## src/rtl/float_multiplier.sv

```systemverilog
// Single-shot floating-point multiplier: captures a/b after reset release, yields a
// round-to-nearest-even product four edges later and holds it until the next reset.
module float_multiplier #(
    parameter int EXP_W     = 8,
    parameter int MAN_W     = 7,
    parameter int BIAS      = 127,
    parameter bit E4M3_MODE = 0
) (
    input  logic                   clock,
    input  logic                   reset,
    input  logic [EXP_W+MAN_W:0]   a,
    input  logic [EXP_W+MAN_W:0]   b,
    output logic [EXP_W+MAN_W:0]   y,
    output logic                   is_output_valid,
    output logic [2:0]             state_dbg
);
    localparam int W  = 1 + EXP_W + MAN_W;
    localparam int PW = 2 * MAN_W + 2;
    localparam int XW = EXP_W + 2;
    localparam int EXP_MAX = (1 << EXP_W) - 1;
    localparam logic [W-1:0] QNAN = E4M3_MODE ? {1'b0, {(W-1){1'b1}}}
                                              : {1'b0, {EXP_W{1'b1}}, 1'b1, {(MAN_W-1){1'b0}}};

    typedef enum logic [2:0] {IDLE, CAPTURE, MULT, NORM, DONE} state_t;
    state_t state, state_next;

    logic [W-1:0]          a_r, b_r, res_r, special_y_r, special_y_c;
    logic                  special_r, special_c, sign_r;
    logic [PW-1:0]         prod_r;
    logic signed [XW-1:0]  exp_r;

    assign state_dbg = state;

    always_comb begin
        state_next = state;
        case (state)
            IDLE:    state_next = CAPTURE;
            CAPTURE: state_next = MULT;
            MULT:    state_next = NORM;
            NORM:    state_next = DONE;
            default: state_next = DONE;
        endcase
    end

    // Operand field decode from the captured registers.
    logic [EXP_W-1:0] ea, eb;
    logic [MAN_W-1:0] ma, mb;
    logic             sign_c, a_zero, b_zero, a_nan, b_nan, a_inf, b_inf;

    always_comb begin
        ea     = a_r[W-2:MAN_W];
        eb     = b_r[W-2:MAN_W];
        ma     = a_r[MAN_W-1:0];
        mb     = b_r[MAN_W-1:0];
        sign_c = a_r[W-1] ^ b_r[W-1];
        a_zero = (ea == '0);
        b_zero = (eb == '0);
        a_nan  = E4M3_MODE ? (&ea && &ma) : (&ea && |ma);
        b_nan  = E4M3_MODE ? (&eb && &mb) : (&eb && |mb);
        a_inf  = !E4M3_MODE && &ea && (ma == '0);
        b_inf  = !E4M3_MODE && &eb && (mb == '0);

        special_c   = 1'b1;
        special_y_c = QNAN;
        if (a_nan || b_nan || (a_inf && b_zero) || (b_inf && a_zero))
            special_y_c = QNAN;
        else if (a_inf || b_inf)
            special_y_c = {sign_c, {EXP_W{1'b1}}, {MAN_W{1'b0}}};
        else if (a_zero || b_zero)
            special_y_c = {sign_c, {(W-1){1'b0}}};
        else
            special_c = 1'b0;
    end

    // Normalise so the leading one sits at PW-1, then round to nearest even.
    logic [PW-1:0]         norm;
    logic signed [XW-1:0]  exp_n, exp_f;
    logic [MAN_W-1:0]      mant, mant_rnd;
    logic                  guard, sticky, round_up, carry;
    logic [W-1:0]          result_c;

    always_comb begin
        norm     = prod_r[PW-1] ? prod_r : {prod_r[PW-2:0], 1'b0};
        exp_n    = exp_r + {{(XW-1){1'b0}}, prod_r[PW-1]};
        mant     = norm[PW-2 -: MAN_W];
        guard    = norm[MAN_W];
        sticky   = |norm[MAN_W-1:0];
        round_up = guard && (sticky || mant[0]);
        {carry, mant_rnd} = {1'b0, mant} + {{MAN_W{1'b0}}, round_up};
        exp_f    = exp_n + {{(XW-1){1'b0}}, carry};

        result_c = {sign_r, exp_f[EXP_W-1:0], mant_rnd};
        if (special_r)
            result_c = special_y_r;
        else if (exp_f[XW-1] || exp_f == '0)
            result_c = {sign_r, {(W-1){1'b0}}};
        else if (E4M3_MODE) begin
            if (exp_f > $signed(XW'(EXP_MAX)) ||
                (exp_f == $signed(XW'(EXP_MAX)) && &mant_rnd))
                result_c = {sign_r, {EXP_W{1'b1}}, {(MAN_W-1){1'b1}}, 1'b0};
        end else if (exp_f >= $signed(XW'(EXP_MAX)))
            result_c = {sign_r, {EXP_W{1'b1}}, {MAN_W{1'b0}}};
    end

    always_ff @(posedge clock or negedge reset) begin
        if (!reset) begin
            state           <= IDLE;
            a_r             <= '0;
            b_r             <= '0;
            special_r       <= 1'b0;
            special_y_r     <= '0;
            sign_r          <= 1'b0;
            prod_r          <= '0;
            exp_r           <= '0;
            res_r           <= '0;
            y               <= '0;
            is_output_valid <= 1'b0;
        end else begin
            state <= state_next;
            case (state)
                IDLE: begin
                    a_r <= a;
                    b_r <= b;
                end
                CAPTURE: begin
                    special_r   <= special_c;
                    special_y_r <= special_y_c;
                    sign_r      <= sign_c;
                    prod_r      <= PW'({1'b1, ma}) * PW'({1'b1, mb});
                    exp_r       <= $signed({2'b00, ea}) + $signed({2'b00, eb})
                                   - $signed(XW'(BIAS));
                end
                MULT: res_r <= result_c;
                NORM: begin
                    y               <= res_r;
                    is_output_valid <= 1'b1;
                end
                default: ;
            endcase
        end
    end
endmodule

```

## config.mk

```make
export PLATFORM = sky130hd
export DESIGN_NAME = float_multiplier
export DESIGN_NICKNAME = d
export VERILOG_FILES = /design/src/rtl/float_multiplier.sv
export SDC_FILE = /design/constraint.sdc
export NUM_CORES = 1
export LEC_CHECK = 0
export CAP_MARGIN = 20
export CORE_MARGIN = 2
export CORE_UTILIZATION = 60
export DETAILED_ROUTE_END_ITERATION = 7
export PLACE_DENSITY = 0.79
export REMOVE_ABC_BUFFERS = 1
export SETUP_SLACK_MARGIN = 0.05
export SLEW_MARGIN = 20
export SYNTH_ARGS = -nofsm -noshare
export SYNTH_HDL_FRONTEND = slang
export SYNTH_SLANG_ARGS = --single-unit
```

## constraint.sdc

```tcl
create_clock -name clock -period 4.7 [get_ports clock]
set_clock_uncertainty 0.1 [all_clocks]
set_input_delay 0.94 -clock clock [delete_from_list [all_inputs] [get_ports clock]]
set_output_delay 0.94 -clock clock [all_outputs]
set_load 0.005 [all_outputs]
```

==> results by group <==
Clock network
  • Clock Path Buffers: 2
  • H-tree levels: 3
  • Clock-pin slew on the worst setup and hold paths: 0.07 ns
  • Root buf cell: clkbuf_16
  • # clock sinks: 99
  • Setup Fix Bufs, Post-CTS: 0
  • TritonCTS Buffers: 9
  • CTS tree: built
  • Clock Latency Late Sink: 0.35 ns

Cells and area
  • Multi-input gate area: between 4000 and 5000 sq um
  • Final #Nets: 867
  • ANT cells: 0
  • Layout cells sized above 1: 0.0991
  • Area delta synth->final: 14.1%
  • Fill cell count: 883
  • Register Area: 2480 sq um

Logic synthesis
  • Cell count after synthesis: 699
  • Synthesized cell area: around 7000 sq um
  • Syn avg cell area: 9.85 sq um
  • #FFs+latches synth: 99
  • EDFF count, synth: 0
  • Yosys warns: 0
  • Sequential cell area fraction in the yosys report: 0.360
  • Yosys cell types: 56
  • Async S/R FF share, synth: 1.00
  • Ys flop type: dfrtp_1

Route
  • Total routed wirelength: roughly 14,000 um
  • Vias per Instance: approximately 5.8
  • Antenna Nets Post-Route: 0
  • DR WL/cell: 15.7 um
  • DRT Pass-1 Iters: 4
  • Initial detailed-routing violation count: 264
  • Via count: 5,126
  • Residual DRC: 0

Place
  • Port bufs: 53
  • Detail Placement HPWL: 10,700 um
  • Place WS: 0.194 ns
  • Routability cong.: about 0.92

Floorplan
  • Core area: 11,300 sq um
  • Site row count: 39
  • Die W: 111 um
  • Die area: 12,300 sq um
  • Ports: 54
  • Starting Density: 0.608
  • Die height: 111 um

Critical path
  • CP required: 4.85 ns
  • CP arrival: 4.56 ns
  • Crit end category: flip-flop
  • CP max FO: 10
  • Startpoint Class: flip-flop
  • Critical path type: reg2reg

Power
  • Peak supply drop: ~0.00027 V
  • Leakage: 0.00356 uW
  • Power density over cell area: 426 nW/um^2

STA
  • Final setup fails: 0
  • Fin crit period: 4.41 ns
  • Count of pins over their slew limit: 0
  • Tightest Pin Transition: 0.874 ns
  • Final Hold Vio Count: 0
  • Final Cycle Share: 0.939
  • Unrepaired setup endpoints after global routing: false
  • Max Freq: 0.227 GHz
  • Final worst slack: 0.287 ns
  • Total negative slack for setup checks: 0 ns
  • WHS: between 0.3 and 0.4 ns
  • Worst slew margin: 0.417

Global routing
  • Vias in the first global route: 5,043
  • Number of antenna violations at the first check in global routing: 0
  • Largest net degree at the start of global routing: between 70 and 80
  • Total congestion overflow: 0
  • First-pass GRT wire length: about 24,000 um
  • GRT Total Usage: 0.241

Run status
  • Status: complete, no violations

Hold path
  • Worst min path class: reg2reg

Flow run
  • Max cap viols: 0
==> cells in the mapped netlist, types with 2 or more instances <==
cell | n | area [sq um]
dfrtp_1 | 99 | 2480
o21ai_0 | 32 | 160
a211o_1 | 3 | 26.3
nand4_1 | 10 | 62.6
nand3_1 | 16 | 80.1
o31ai_1 | 14 | 105
nand2_1 | 92 | 345
a21oi_1 | 14 | 70.1
and3_1 | 3 | 18.8
fa_1 | 38 | 761
nor3_1 | 11 | 55.1
buf_1 | 2 | 7.51
a21boi_0 | 2 | 15.0
mux2i_1 | 6 | 60.1
o21bai_1 | 2 | 15.0
ha_1 | 52 | 651
a2111o_1 | 2 | 22.5
clkbuf_1 | 25 | 93.8
nor4_1 | 11 | 68.8
a211oi_1 | 10 | 75.1
a21o_1 | 7 | 52.6
or3_1 | 2 | 12.5
a2111oi_0 | 2 | 17.5
nand2b_1 | 4 | 25.0
o41ai_1 | 4 | 35.0
mux2_2 | 40 | 450
a311o_1 | 3 | 30.0
and2_1 | 28 | 175
o211ai_1 | 2 | 15.0
nor2_1 | 29 | 109
inv_1 | 73 | 274
o21a_1 | 7 | 52.6
or3b_1 | 2 | 17.5
nor2b_1 | 2 | 12.5
a31oi_1 | 2 | 12.5
a31o_2 | 2 | 17.5
a221oi_1 | 7 | 61.3
xnor2_1 | 9 | 78.8
or4_1 | 4 | 30.0
xor2_1 | 10 | 87.6
==> metrics by stage <==
| stage | utilization | power [uW] | cell area [sq um] | instances |
|---|---|---|---|---|
| 2_1_floorplan | - | 2170 | 6770 | 670 |
| 3_3_place_gp | 0.667 | 2540 | 7560 | 875 |
| 3_5_place_dp | 0.667 | 2590 | 7560 | 875 |
| 4_1_cts | 0.693 | 3340 | 7840 | 890 |
| 5_1_grt | 0.694 | 3610 | 7860 | 890 |
| 6_report | 0.694 | 3340 | 7860 | 890 |
==> state kept, by name, indices dropped and copies added (netlist names) <==
register and count:
a_r 16, b_r 16, prod_r 16, res_r 16, y 16, exp_r 10
special_y_r 3, state_dbg 3, is_output_valid 1, sign_r 1, special_r 1
==> cell families (layout without fill, tap and decap cells) <==
family,count (synthesis),count (layout),synth area share
simple gates,220,220,0.154
xor+xnor,19,19,0.0242
mux,46,46,0.0741
fa+ha+maj,90,90,0.205
compound gates,123,123,0.126
flops,99,99,0.360
buf+inv,102,150,0.0563
==> routing by layer <==
metal | share of wire | global-route usage | routed length [um] | vias up
met3 | 0.033 | 0.0312 | 458 | 24
met5 | 0 | 0 | 0 | -
met1 | 0.46 | 0.326 | 6480 | 2474
li1 | - | - | - | 2515
met2 | 0.48 | 0.400 | 6680 | 113
met4 | 0.023 | 0.0955 | 325 | 0
==> worst max-delay path, stage by stage, from the launching register on <==
cell and delay, ns:
dfrtp_1 0.50, and2_1 0.23, fa_1 0.52, fa_1 0.44, fa_1 0.54, inv_1 0.05
fa_1 0.52, inv_1 0.04, ha_1 0.33, or3_1 0.35, o21ai_0 0.15, a211oi_1 0.12
o21a_1 0.20, o31ai_1 0.21
==> power breakdown <==
| part | switching, uW | leakage [uW] | total, uW | internal (uW) |
|---|---|---|---|---|
| sequential | 193 | 0.00117 | 1230 | 1040 |
| combinational | 705 | 0.00226 | 1380 | 671 |
| clock | 323 | 0.000135 | 738 | 414 |
| total | 1220 | 0.00356 | 3340 | 2120 |
==> cell type report <==
class	count	area share
Timing Repair Buffer	62	0.0758
Clock inverter	3	0.00621
Clock buffer	12	0.0301
Sequential cell	99	0.315
Tap cell	143	0.0228
Inverter	73	0.0349
Multi-Input combinational cell	498	0.515
==> path summary, 6_finish.rpt <==
check | startpoint | to | slack (ns) | cells past startpoint
worst max-delay path | a_r[5] | prod_r[13] | 0.29 | 13
worst min-delay path | is_output_valid | is_output_valid | 0.37 | 1
worst max register to register | a_r[5] | prod_r[13] | 0.29 | 13
worst min register to register | is_output_valid | is_output_valid | 0.37 | 1
max in group asynchronous | reset | b_r[4] | 2.99 | 2
min in group asynchronous | reset | y[11] | 0.61 | 1
==> timing repair <==
item / in CTS / in global routing
endpoints found under the setup margin: 0 / 7
hold buffers: 0 / 0
gates resized for setup: 0 / 4
==> cells in the final DEF (no fill, tap or decap), drive strengths merged, types with 12 or more instances in the layout <==
master / instances
clkbuf: 12
nand2: 92
nand3: 16
fa: 38
inv: 74
mux2: 40
clkdlybuf4s50: 52
a21oi: 14
o31ai: 14
and2: 28
nor2: 29
dfrtp: 99
ha: 52
o21ai: 32
Note: power is estimated with default switching activity, not from simulation.
